File: src/rtl/c_mem_drain_pkg.sv
// Shared constants and the FSM state type for the C-memory drain stage.
//   C_DEPTH : number of C words drained per run
//   C_DW    : C word width
//   C_AW    : word index width (row = index[AW-1:2], column = index[1:0])
//   C_CSW   : checksum width, wide enough for DEPTH words of DW bits
package c_mem_drain_pkg;

  localparam int unsigned C_DEPTH = 1024;
  localparam int unsigned C_DW    = 21;
  localparam int unsigned C_AW    = 10;
  localparam int unsigned C_CSW   = C_DW + C_AW;

  typedef enum logic [1:0] {
    ST_IDLE  = 2'd0,
    ST_READ  = 2'd1,
    ST_DRAIN = 2'd2
  } state_e;

endpackage

File: src/rtl/c_drain_fifo.sv
// Two-entry first-in first-out buffer holding a C word plus its index.
// It absorbs the one-cycle read latency of the C memory.
//   clk, rst        : clock, asynchronous active-high reset
//   push_i          : write push_data_i/push_index_i at end of cycle
//   pop_i           : discard the head entry at end of cycle
//   count_o         : number of valid entries (0..2)
//   head_data_o     : data of the oldest entry
//   head_index_o    : index of the oldest entry
module c_drain_fifo
  import c_mem_drain_pkg::*;
#(
  parameter int unsigned DW = C_DW,
  parameter int unsigned AW = C_AW
) (
  input  logic          clk,
  input  logic          rst,
  input  logic          push_i,
  input  logic [DW-1:0] push_data_i,
  input  logic [AW-1:0] push_index_i,
  input  logic          pop_i,
  output logic [1:0]    count_o,
  output logic [DW-1:0] head_data_o,
  output logic [AW-1:0] head_index_o
);

  logic [DW-1:0] data_q  [2];
  logic [AW-1:0] index_q [2];
  logic          wr_ptr_q;
  logic          rd_ptr_q;
  logic [1:0]    count_q;
  logic [1:0]    count_d;

  // Occupancy update; simultaneous push and pop leaves the count unchanged.
  always_comb begin
    count_d = count_q;
    case ({push_i, pop_i})
      2'b10:   count_d = count_q + 2'd1;
      2'b01:   count_d = count_q - 2'd1;
      default: count_d = count_q;
    endcase
  end

  // Storage and pointers; entries clear on reset so the head reads zero.
  always_ff @(posedge clk or posedge rst) begin
    if (rst) begin
      for (int i = 0; i < 2; i++) begin
        data_q[i]  <= '0;
        index_q[i] <= '0;
      end
      wr_ptr_q <= 1'b0;
      rd_ptr_q <= 1'b0;
      count_q  <= 2'd0;
    end else begin
      count_q <= count_d;
      if (push_i) begin
        data_q[wr_ptr_q]  <= push_data_i;
        index_q[wr_ptr_q] <= push_index_i;
        wr_ptr_q          <= ~wr_ptr_q;
      end
      if (pop_i) begin
        rd_ptr_q <= ~rd_ptr_q;
      end
    end
  end

  assign count_o      = count_q;
  assign head_data_o  = data_q[rd_ptr_q];
  assign head_index_o = index_q[rd_ptr_q];

endmodule

File: src/rtl/c_mem_drain.sv
// Drains every word of the C result memory after a start pulse and streams
// them out on a valid/ready interface with index, last flag and checksum.
//   clk, rst          : clock, asynchronous active-high reset
//   start             : begin a drain (only honoured in IDLE)
//   busy              : high outside IDLE
//   finished          : one-cycle pulse after the last word is accepted
//   checksum          : sum of accepted words, cleared on start
//   mem_ra/mem_ca     : C memory row/column address
//   mem_nce, mem_nwrt : active-low chip enable (read issue), write disable
//   mem_do            : C memory read data, valid the cycle after issue
//   out_data/out_index/out_last/out_valid/out_ready : output stream
module c_mem_drain
  import c_mem_drain_pkg::*;
#(
  parameter int unsigned DEPTH = C_DEPTH,
  parameter int unsigned DW    = C_DW,
  parameter int unsigned AW    = C_AW
) (
  input  logic             clk,
  input  logic             rst,
  input  logic             start,
  output logic             busy,
  output logic             finished,
  output logic [DW+AW-1:0] checksum,
  output logic [AW-3:0]    mem_ra,
  output logic [1:0]       mem_ca,
  output logic             mem_nce,
  output logic             mem_nwrt,
  input  logic [DW-1:0]    mem_do,
  output logic [DW-1:0]    out_data,
  output logic [AW-1:0]    out_index,
  output logic             out_last,
  output logic             out_valid,
  input  logic             out_ready
);

  localparam int unsigned CSW = DW + AW;
  localparam logic [AW-1:0] LAST_IDX = AW'(DEPTH - 1);

  state_e         state_q;
  state_e         state_d;
  logic [AW-1:0]  addr_q;
  logic           inflight_q;
  logic [AW-1:0]  inflight_idx_q;
  logic [CSW-1:0] checksum_q;
  logic           finished_q;

  logic [1:0]     fifo_count;
  logic [DW-1:0]  head_data;
  logic [AW-1:0]  head_index;
  logic [2:0]     occupancy;
  logic           pop;
  logic           issue_c;
  logic           busy_c;

  assign out_valid = (fifo_count != 2'd0);
  assign pop       = out_valid & out_ready;
  assign occupancy = {1'b0, fifo_count} + {2'b00, inflight_q};

  // State register.
  always_ff @(posedge clk or posedge rst) begin
    if (rst) begin
      state_q <= ST_IDLE;
    end else begin
      state_q <= state_d;
    end
  end

  // Next-state logic.
  always_comb begin
    state_d = state_q;
    case (state_q)
      ST_IDLE:  if (start) state_d = ST_READ;
      ST_READ:  if (issue_c && (addr_q == LAST_IDX)) state_d = ST_DRAIN;
      ST_DRAIN: if (pop && out_last) state_d = ST_IDLE;
      default:  state_d = ST_IDLE;
    endcase
  end

  // Output logic: a read may issue while buffer + in-flight slot has room,
  // counting a same-cycle pop as freeing one entry.
  always_comb begin
    issue_c = 1'b0;
    busy_c  = (state_q != ST_IDLE);
    if (state_q == ST_READ) begin
      issue_c = (occupancy < 3'd2) || ((occupancy == 3'd2) && pop);
    end
  end

  // Issue counter, in-flight tracking, checksum and finished pulse.
  always_ff @(posedge clk or posedge rst) begin
    if (rst) begin
      addr_q         <= '0;
      inflight_q     <= 1'b0;
      inflight_idx_q <= '0;
      checksum_q     <= '0;
      finished_q     <= 1'b0;
    end else begin
      inflight_q <= issue_c;
      finished_q <= pop & out_last;
      if (issue_c) begin
        inflight_idx_q <= addr_q;
      end
      // Counter stops at the last address instead of wrapping.
      if ((state_q == ST_IDLE) && start) begin
        addr_q <= '0;
      end else if (issue_c && (addr_q != LAST_IDX)) begin
        addr_q <= addr_q + AW'(1);
      end
      if ((state_q == ST_IDLE) && start) begin
        checksum_q <= '0;
      end else if (pop) begin
        checksum_q <= checksum_q + CSW'(head_data);
      end
    end
  end

  // Read data lands in the buffer one cycle after its issue.
  c_drain_fifo #(
    .DW(DW),
    .AW(AW)
  ) u_fifo (
    .clk         (clk),
    .rst         (rst),
    .push_i      (inflight_q),
    .push_data_i (mem_do),
    .push_index_i(inflight_idx_q),
    .pop_i       (pop),
    .count_o     (fifo_count),
    .head_data_o (head_data),
    .head_index_o(head_index)
  );

  assign busy      = busy_c;
  assign finished  = finished_q;
  assign checksum  = checksum_q;
  assign mem_ra    = addr_q[AW-1:2];
  assign mem_ca    = addr_q[1:0];
  assign mem_nce   = ~issue_c;
  assign mem_nwrt  = 1'b1;
  assign out_data  = head_data;
  assign out_index = head_index;
  assign out_last  = out_valid && (head_index == LAST_IDX);

endmodule

File: config.mk
export PLATFORM = sky130hd
export DESIGN_NAME = c_mem_drain
export DESIGN_NICKNAME = d
export VERILOG_FILES = /design/src/rtl/c_mem_drain_pkg.sv /design/src/rtl/c_drain_fifo.sv /design/src/rtl/c_mem_drain.sv
export SDC_FILE = /design/constraint.sdc
export NUM_CORES = 1
export LEC_CHECK = 0
export BUFFER_PORTS_ARGS = -buffer_cell sky130_fd_sc_hd__buf_2
export CAP_MARGIN = 10
export CORE_ASPECT_RATIO = 0.5
export CORE_MARGIN = 5
export CORE_UTILIZATION = 30
export DETAILED_ROUTE_END_ITERATION = 10
export RECOVER_POWER = 25
export SLEW_MARGIN = 40
export SYNTH_ARGS = -nofsm -noshare
export SYNTH_HDL_FRONTEND = slang
export SYNTH_HIERARCHICAL = 1
export SYNTH_SLANG_ARGS = --single-unit
File: constraint.sdc
create_clock -name clk -period 3.1 [get_ports clk]
set_clock_uncertainty 0.05 [all_clocks]
set_input_delay 0.155 -clock clk [delete_from_list [all_inputs] [get_ports clk]]
set_output_delay 0.155 -clock clk [all_outputs]
set_load 0.02 [all_outputs]
# After elaboration in Yosys (flattened, before gate mapping)
# Cells that the tools add are included.
[classes]
eq_ne = 11
n_bitwise = 7
muxes = 22
add_sub_neg = 5
n_lt_le_gt_ge = 4
reduce_logical = 15
[ops]
columns = ["op", "n"]
rows = [
  ["$mux 21", 4],
  ["$mux 31", 2],
  ["$mux 10", 6],
  ["$bwmux 42", 1],
  ["$add 31x21->31", 1],
  ["$demux 21 s1", 1],
  ["$bwmux 20", 1],
  ["$eq 10x10->1 const B", 2],
  ["$add 10x1->10 const B", 1],
  ["$demux 10 s1", 1],
  ["$ne 10x10->1 const B", 1],
  ["$reduce_bool 2->1", 5],
  ["$logic_and 1x1->1", 7],
  ["$mux 2", 3],
  ["$ne 2x2->1 const B", 3],
  ["$pmux 2 s3", 1],
  ["$eq 2x1->1 const B", 2],
  ["$eq 2x2->1 const B", 2],
  ["$ge 2x2->1 const B", 2],
  ["$not 1->2", 2],
  ["$pmux 2 s2", 1],
  ["$add 2x1->3", 1],
  ["$eq 3x2->1 const B", 1],
  ["$lt 3x2->1 const B", 1],
  ["other kinds (9)", 12],
]
[word_totals]
output_inout_bits = 78
regBits = 121
inputBits = 25

# Depth between registers and ports, before layout
# Gate-level depths: netlist of the first run.
[logic_depth]
word_depth = 9
ltp_mapped = 13

# Cells and area by module
# The synthesis of the first run kept the hierarchy.
[modules_own_cells]
columns = ["module", "cells_per_inst", "instances", "area_each_um2"]
rows = [
  ["c_mem_drain", 421, 1, 3694.8],
  ["c_drain_fifo", 180, 1, 2840.2],
]

# Worst setup path after synthesis of the first run
# No wires, ideal clock.
[synth_path]
path_kind = "reg-to-reg"
start = "register u_fifo.rd_ptr_q"
end = "register checksum_q[23] (netlist: checksum[23])"
n_path_buf = 2
arrival_ns = 2.808
stages_incl_launch_ff = 12
path_slack_ns = 0.122
period_less_slack_ns = 2.978
path_cell_list = "dfrtp_1 -> clkbuf_1 -> buf_4 -> mux2_2 -> ha_1 -> a21o_1 -> a31oi_1 -> a21oi_1 -> o21ai_2 -> a21boi_2 -> or3_1 -> and3_1"
[synth_between]
elab_chain_len = 7
[synth_rtl]
columns = ["element", "line", "rtl"]
rows = [
  ["start, declared", "c_drain_fifo.sv:29", "logic rd_ptr_q;"],
  ["start signal, assigned", "c_drain_fifo.sv:61", "rd_ptr_q <= ~rd_ptr_q;"],
  ["$not 1->2 (not written as such)", "c_drain_fifo.sv:67", "assign head_data_o = data_q[rd_ptr_q];"],
  ["$mux 21 (not written as such) (3 in a row)", "c_drain_fifo.sv:67", ""],
  ["named net out_data[4]", "c_mem_drain.sv:30", "output logic [DW-1:0] out_data,"],
  ["$add 31x21->31", "c_mem_drain.sv:113", "checksum_q <= checksum_q + CSW'(head_data);"],
  ["$mux 31", "c_mem_drain.sv:112", "end else if (pop) begin"],
  ["$mux 31", "c_mem_drain.sv:110", "if ((state_q == ST_IDLE) && start) begin"],
  ["end signal, assigned", "c_mem_drain.sv:113", ""],
  ["end, declared", "c_mem_drain.sv:45", "logic [CSW-1:0] checksum_q;"],
]
# The timed path passes the listed nets, and every way through them passes these cells. The select of a mux whose other input is x is not followed.
# A chain may end at the register's enable or synchronous reset.

# Worst setup path after layout of the first run
[layout_path]
start = "register u_fifo.rd_ptr_q"
end = "register checksum_q[22] (netlist: checksum[22])"
[layout_between]
elab_chain_len = 7
[layout_rtl]
columns = ["element", "line"]
rows = [
  ["$not 1->2 (not written as such)", "c_drain_fifo.sv:67"],
  ["$mux 21 (not written as such) (3 in a row)", "c_drain_fifo.sv:67"],
  ["$add 31x21->31", "c_mem_drain.sv:113"],
  ["$mux 31", "c_mem_drain.sv:112"],
  ["$mux 31", "c_mem_drain.sv:110"],
]
# No other way between the ends. The select of a mux whose other input is x is not followed.

==> results.py, run 1 <==
metrics = {
    "status": {
        "status": "complete, but fails checks",
        "violations": "max-capacitance violations, max-slew violations",
    },
    "synth": {
        "synthAdderAreaFrac_pct": 5.28,
        "synth_seq_cells": 121,
        "muxShareOfSynthArea_pct": 18.7,
        "synth_compound_area_share_pct": 10.5,
        "synth.most_common_cell": "dfrtp_1",
        "synth_top_family_by_area": "multiplexers",
        "synth_area_um2": 6540,
        "synth_ff_type": "dfrtp_1",
        "ys_top_cells_by_area": "dfrtp_1 46%, mux2_2 17%, ha_1 5.0%",
        "syn_avg_cell_area_um2": 10.9,
        "synth_common_cells": "121 x dfrtp_1, 101 x mux2_2, 52 x nand2_1, 41 x nor2_1, 36 x a21oi_1",
        "ys_types": 59,
        "netlist.area_leader.share_pct": 46.3,
        "yosysWarnings": 6,
        "synth_top_cell_by_area": "dfrtp_1",
        "synth_nets": 653,
        "synth_edf_count": 0,
        "synthArstFlopShare_pct": 100,
        "synth_xor_area_share_pct": 3.35,
        "yosys.area_share.simple_pct": 12.7,
        "synthCells": 601,
        "ys_seq_area_share_pct": 46.3,
    },
    "clocking": {
        "clkTransAtPathRegs_ps": 60,
        "cts_tree": "built",
        "clock_path_buffers": 2,
        "cts.sink_count": 121,
        "htree_levels": 4,
        "clk_latency_ps": 430,
        "cts_made_buffers": 17,
        "cts-root-buf": "clkbuf_16",
    },
    "power": {
        "p_total_mw": 11.3,
        "leakagePower_nw": 3.85,
        "ir_drop_mv": 0.650,
        "pwr_density_cell_nw_per_um2": 1350,
    },
    "drt": {
        "drt_wl_total_um": 17300,
        "drt-pass1-iter-count": 4,
        "first_iter_violations": 254,
        "vias_per_cell": 4.82,
        "vias": 5131,
        "wl_per_cell_um": 16.3,
        "ant_nets": 0,
        "drc": 0,
    },
    "global_route": {
        "grt_first_pass_wirelength_um": 28300,
        "grt_max_degree": 39,
        "grt_pass1_vias": 5367,
        "grt.overflow.total": 0,
        "grt_use_total_pct": 14.5,
        "antenna_found_initial": 0,
    },
    "timing": {
        "fmax_mhz": 342,
        "min_period_ps": 2920,
        "finalCritPeriodShare_pct": 94.2,
        "hold_viol_final": 0,
        "worst_hold_slack_ps": 239,
        "slew_headroom_pct": -25.7,
        "tightestPinTransition_ps": 1870,
        "setup_viol": 0,
        "final-max-slew-violation-count": 39,
    },
    "placement": {
        "gp_congestion": 0.851,
        "dpl.hpwl_um": 12800,
        "place_area_um2": 7550,
        "port_buffers": 101,
    },
    "final_layout": {
        "nFillCells": 2129,
        "stdcell_area_um2": 8400,
        "syn2layout_area_growth_pct": 28.5,
        "post-route-util_pct": 39.0,
        "nets": 803,
        "drive_above_1_share_pct": 37.3,
        "num_antenna_cells": 0,
    },
    "worst_setup_path": {
        "crit_type": "reg -> reg",
        "startpoint_type": "register",
        "cp_max_fo": 7,
        "critPathMaxStageDelay_ps": 420,
        "cp.depth": 11,
        "cp.required_ps": 3400,
        "critPathTopFamily": "compound AO/OA/AOI/OAI gates",
        "arrival_ps": 3220,
        "cpMostUsedCell": "buf_4",
        "slowest_stage": "dfrtp_2",
        "worst-path-buf-inv": 2,
        "path_cells": "buf_4, mux2_2, ha_1, nor2b_2, o211ai_1, a21oi_2, buf_4, o31ai_2, nor2_1, o21ai_0, mux2i_1",
        "end_kind": "register",
        "worst-r2r-cell-count": 11,
    },
    "floorplan": {
        "fp.dieH_um": 114,
        "dieArea_um2": 25000,
        "die_x_um": 219,
        "start_util_pct": 30.3,
        "rows": 38,
        "pin_count": 103,
        "core_area_um2": 21500,
    },
    "job": {
        "cap_violations": 1,
    },
    "worst_hold_path": {
        "min_path_type": "in -> reg",
        "min_path_cells": 5,
    },
}
worst min-delay path, stage by stage:
cell	delay (ps)
buf_2	120
nand2_4	60
buf_4	200
nand2_1	80
a21oi_1	50
cell type report:
cell class | count | area, um2 | area share, %
clock buffers | 17 | 425 | 5.07
clock inverters | 15 | 163 | 1.94
inverters | 18 | 73.8 | 0.879
multi-input cells | 436 | 3330 | 39.7
flip-flops and latches | 121 | 3030 | 36.1
well taps | 300 | 375 | 4.47
repair buffers | 157 | 1000 | 11.9
layer usage:
layer | up-vias | track usage (%) | part of all wire (%)
met5 | - | 0 | 0
met4 | 0 | 5.64 | 2.4
met3 | 28 | 3.36 | 3.1
met2 | 92 | 24.9 | 50
met1 | 2554 | 17.8 | 45
li1 | 2457 | - | -
report_power, final:
part / total (mW) / internal [mW] / switching, mW
Clock: 1.99 / 1.20 / 0.790
Sequential: 2.74 / 2.24 / 0.493
Combinational: 6.61 / 2.96 / 3.65
sequential cells by signal, summed over array words and instances (netlist names):
register / count
u_fifo/wr_ptr_q: 1
checksum: 31
inflight_idx_q: 10
addr_q: 10
u_fifo/rd_ptr_q: 1
state_q: 2
u_fifo/count_o: 2
inflight_q: 1
u_fifo/index_q: 20
u_fifo/data_q: 42
finished: 1
what timing repair did:
| item | CTS | global route |
|---|---|---|
| hold endpoints to repair | 91 | 0 |
| hold buffers | 23 | 0 |
| gates resized for setup | 0 | 9 |
| setup buffers | 0 | 1 |
| endpoints found under the setup margin | 0 | 16 |
worst paths after layout:
kind / start / end / slack [ps]
setup / recovery: u_fifo/rd_ptr_q / checksum[22] / 180
hold / removal: out_ready / checksum[2] / 240
setup reg to reg: u_fifo/rd_ptr_q / checksum[22] / 180
hold reg to reg: u_fifo/wr_ptr_q / u_fifo/wr_ptr_q / 440
max in group asynchronous: rst / u_fifo/data_q[26] / 1060
min in group asynchronous: rst / checksum[19] / 330
metrics by stage:
stage / setup WS (ps) / cells / TNS [ps]
global route: -15.7 / 1064 / -31.3
global placement: 118 / 1008 / 0
CTS: 20.9 / 1063 / 0
finish: 178 / 1064 / 0
floorplan: 122 / 601 / 0
detailed placement: 44.9 / 1008 / 0
logic make-up (layout without fill, tap and decap cells):
family	after synthesis	after routing
XOR/XNOR	25	25
adder cells (fa/ha/maj)	27	27
multiplexers	109	109
AO/OA/AOI/OAI	108	108
AND/OR/NAND/NOR	166	166
buffers and inverters	44	207
flip-flops	121	121
other	1	1
placed cells by master (no fill, tap or decap), types with 6 or more instances in the layout:
master and n:
xor2_1 9, xnor2_1 16, or3_1 7, mux2i_1 6
buf_4 29, nand3_1 15, nor2_1 41, nand4_1 14
dfrtp_1 120, nand2_1 52, mux2_2 101, buf_2 100
a21oi_1 35, ha_1 25, o21ai_0 24, and3_1 8
inv_6 7, clkbuf_16 17, a21o_1 6, o21bai_1 6
dlygate4sd3_1 23, inv_1 16
No activity file was read; power rests on OpenSTA's default activity.
==> run 2, diff against run 1 <==
Settings changed: CORE_MARGIN 5 to 2, SYNTH_HIERARCHICAL 1 to unset.
==> results.py, run 2 <==
metrics = {
    "floorplan": {
        "fp.dieH_um": 108,
        "start_util_pct": 30.3,
        "die_x_um": 212,
        "pin_count": 103,
        "rows": 38,
        "dieArea_um2": 23000,
        "core_area_um2": 21500,
    },
    "synth": {
        "synth_ff_type": "dfrtp_1",
        "netlist.area_leader.share_pct": 46.5,
        "synth_seq_cells": 121,
        "synth_area_um2": 6520,
        "synth_top_cell_by_area": "dfrtp_1",
        "synth_nets": 652,
        "syn_avg_cell_area_um2": 10.9,
        "ys_types": 61,
        "synth_edf_count": 0,
        "synthArstFlopShare_pct": 100,
        "synthCells": 600,
        "yosysWarnings": 0,
        "synth_common_cells": "121 x dfrtp_1, 99 x mux2_2, 58 x nand2_1, 39 x a21oi_1, 30 x o21ai_0",
        "synth.most_common_cell": "dfrtp_1",
        "ys_seq_area_share_pct": 46.5,
        "ys_top_cells_by_area": "dfrtp_1 46%, mux2_2 17%, ha_1 5.0%",
    },
    "global_route": {
        "grt_max_degree": 122,
        "antenna_found_initial": 0,
        "grt.overflow.total": 0,
        "grt_busiest_layer": "met2",
        "grt_first_pass_wirelength_um": 27500,
        "grt_use_met1_pct": 19.9,
        "met3_usage_pct": 4.44,
        "grt_pass1_vias": 5209,
        "use_met2_pct": 25.6,
        "grt_use_total_pct": 15.5,
    },
    "final_layout": {
        "largest_register_ffs": 42,
        "nFillCells": 2136,
        "num_antenna_cells": 0,
        "drive_above_1_share_pct": 38.8,
        "final_common_cell": "dfrtp_1",
        "most-common-layout-cells": "120 x dfrtp_1, 100 x buf_2, 98 x mux2_2",
        "nets": 797,
        "largest-register": "u_fifo.data_q",
        "syn2layout_area_growth_pct": 28.5,
    },
    "clocking": {
        "cts_tree": "built",
        "cts-root-buf": "clkbuf_16",
        "cts_made_buffers": 17,
        "clock_path_buffers": 2,
        "cts.sink_count": 121,
        "clkTransAtPathRegs_ps": 60,
        "htree_levels": 4,
        "clk_latency_ps": 420,
    },
    "worst_setup_path": {
        "reg2reg_to": "checksum[24]",
        "cp.required_ps": 3350,
        "r2r_slack_ps": 130,
        "arrival_ps": 3220,
        "crit_type": "reg -> reg",
        "end_kind": "register",
        "critPathMaxStageDelay_ps": 460,
        "cp_max_fo": 6,
        "startpoint_type": "register",
        "cpMostUsedCell": "mux2_4",
        "reg2reg_from": "u_fifo.rd_ptr_q",
        "slowest_stage": "dfrtp_2",
        "path_cells": "mux2_4, ha_1, fa_2, a21o_2, a221oi_4, o21bai_2, o211ai_2, and2b_4, o21ai_2, mux2_4",
        "worst-r2r-cell-count": 10,
    },
    "power": {
        "pwr_density_cell_nw_per_um2": 1370,
        "p_comb_share_pct": 59.2,
        "p_clk_share_pct": 16.5,
        "pwr-share-seq_pct": 24.3,
        "ir_drop_mv": 0.439,
        "p_int_mw": 6.54,
        "switchingPower_mw": 4.96,
        "switching_share_pct": 43.1,
        "leakagePower_nw": 3.80,
    },
    "job": {
        "cap_violations": 1,
    },
    "drt": {
        "drt-pass1-iter-count": 5,
        "first_iter_violations": 297,
        "vias": 5108,
        "wl_per_cell_um": 16.0,
        "drc": 0,
        "ant_nets": 0,
        "drt_wl_total_um": 17000,
        "vias_per_cell": 4.83,
    },
    "worst_hold_path": {
        "worstHoldStart": "out_ready",
        "min_path_type": "in -> reg",
        "hold_end": "state_q[0]",
        "min_path_cells": 6,
    },
    "timing": {
        "setup_slack_ps": 128,
        "setup_viol": 0,
        "finalCritPeriodShare_pct": 95.9,
        "tightestPinTransition_ps": 1650,
        "min_period_ps": 2970,
        "hold_viol_final": 0,
        "slew_headroom_pct": -10.1,
        "final-max-slew-violation-count": 122,
        "fmax_mhz": 337,
        "setup-tns-final_ps": 0,
    },
    "placement": {
        "gp_congestion": 0.847,
        "dp_worst_setup_slack_ps": 32.8,
        "port_buffers": 101,
        "dpl.hpwl_um": 12300,
    },
    "status": {
        "violations": "max-capacitance violations, max-slew violations",
        "status": "complete, but fails checks",
    },
}
run 2: changes by cell type after synthesis, moves of 6 or more:
cell      delta
buf_4        -6
nor2_1      -12
clkbuf_1     +7
nand2_1      +6
nand4_1     -11
run 2: worst max path at each step:
stage | from | end | slack (ps) | cells after the start
global route | u_fifo.rd_ptr_q | checksum[29] | -20 | 10
finish | u_fifo.rd_ptr_q | checksum[24] | 130 | 10
global placement | u_fifo.rd_ptr_q | checksum[29] | 100 | 10
floorplan | u_fifo.rd_ptr_q | checksum[24] | -30 | 12
detailed placement | u_fifo.rd_ptr_q | checksum[26] | 30 | 10
CTS | u_fifo.rd_ptr_q | checksum[29] | 8 | 10
run 2: cell type report:
cell class / count / area [um2] / share of cell area (%)
multi-input combinational: 437 / 3370 / 40.3
clock inverter: 13 / 123 / 1.46
inverter: 13 / 52.6 / 0.627
clock buffer: 19 / 453 / 5.41
sequential: 121 / 3030 / 36.2
timing repair buffer: 155 / 971 / 11.6
tap: 300 / 375 / 4.48
run 2: layer usage:
| metal | vias up | wire length (um) | share of wire, % |
|---|---|---|---|
| li1 | 2462 | - | - |
| met4 | 0 | 125 | 0.74 |
| met2 | 76 | 8430 | 50 |
| met5 | - | 0 | 0 |
| met3 | 10 | 823 | 4.8 |
| met1 | 2560 | 7590 | 45 |
run 2: what timing repair did:
action,CTS,global route
setup buffers,0,3
endpoints found under the hold margin,164,0
resized for setup,0,10
hold buffers,23,0
setup endpoints to repair,0,20
run 2: stage by stage:
| stage | hold slack, ps | util [%] | cell area, um2 | cells | power (mW) |
|---|---|---|---|---|---|
| floorplan | 256 | - | 6540 | 600 | 7.58 |
| global placement | 347 | 35.0 | 7520 | 1000 | 9.41 |
| detailed placement | 349 | 35.0 | 7520 | 1000 | 9.48 |
| CTS | 269 | 38.7 | 8320 | 1055 | 11.5 |
| global route | 307 | 39.0 | 8380 | 1058 | 12.4 |
| finish | 276 | 39.0 | 8380 | 1058 | 11.5 |
run 2: cells by family after synthesis:
| family | count (synthesis) | share of synthesized area [%] |
|---|---|---|
| flip-flops | 121 | 46.5 |
| AND/OR/NAND/NOR | 154 | 11.4 |
| XOR/XNOR | 24 | 3.23 |
| buffers and inverters | 42 | 2.59 |
| multiplexers | 103 | 17.8 |
| adder cells (fa/ha/maj) | 27 | 5.30 |
| other | 1 | 0.0575 |
| AO/OA/AOI/OAI | 128 | 13.2 |
run 2: critical path, delay by kind of cell (launching register included):
kind	cells	cell delay, ps
fa+ha+maj	2	560
compound gates	5	970
simple gates	1	210
flops	1	460
mux	2	610
run 2: power groups by stage:
stage	logic [mW]	registers [mW]	clock network [mW]
final	6.80	2.79	1.90
after global routing	7.51	2.88	2.02
after CTS	6.75	2.78	1.94
after detailed placement	6.67	2.81	0
after global placement	6.62	2.79	0
after floorplan	4.71	2.88	0
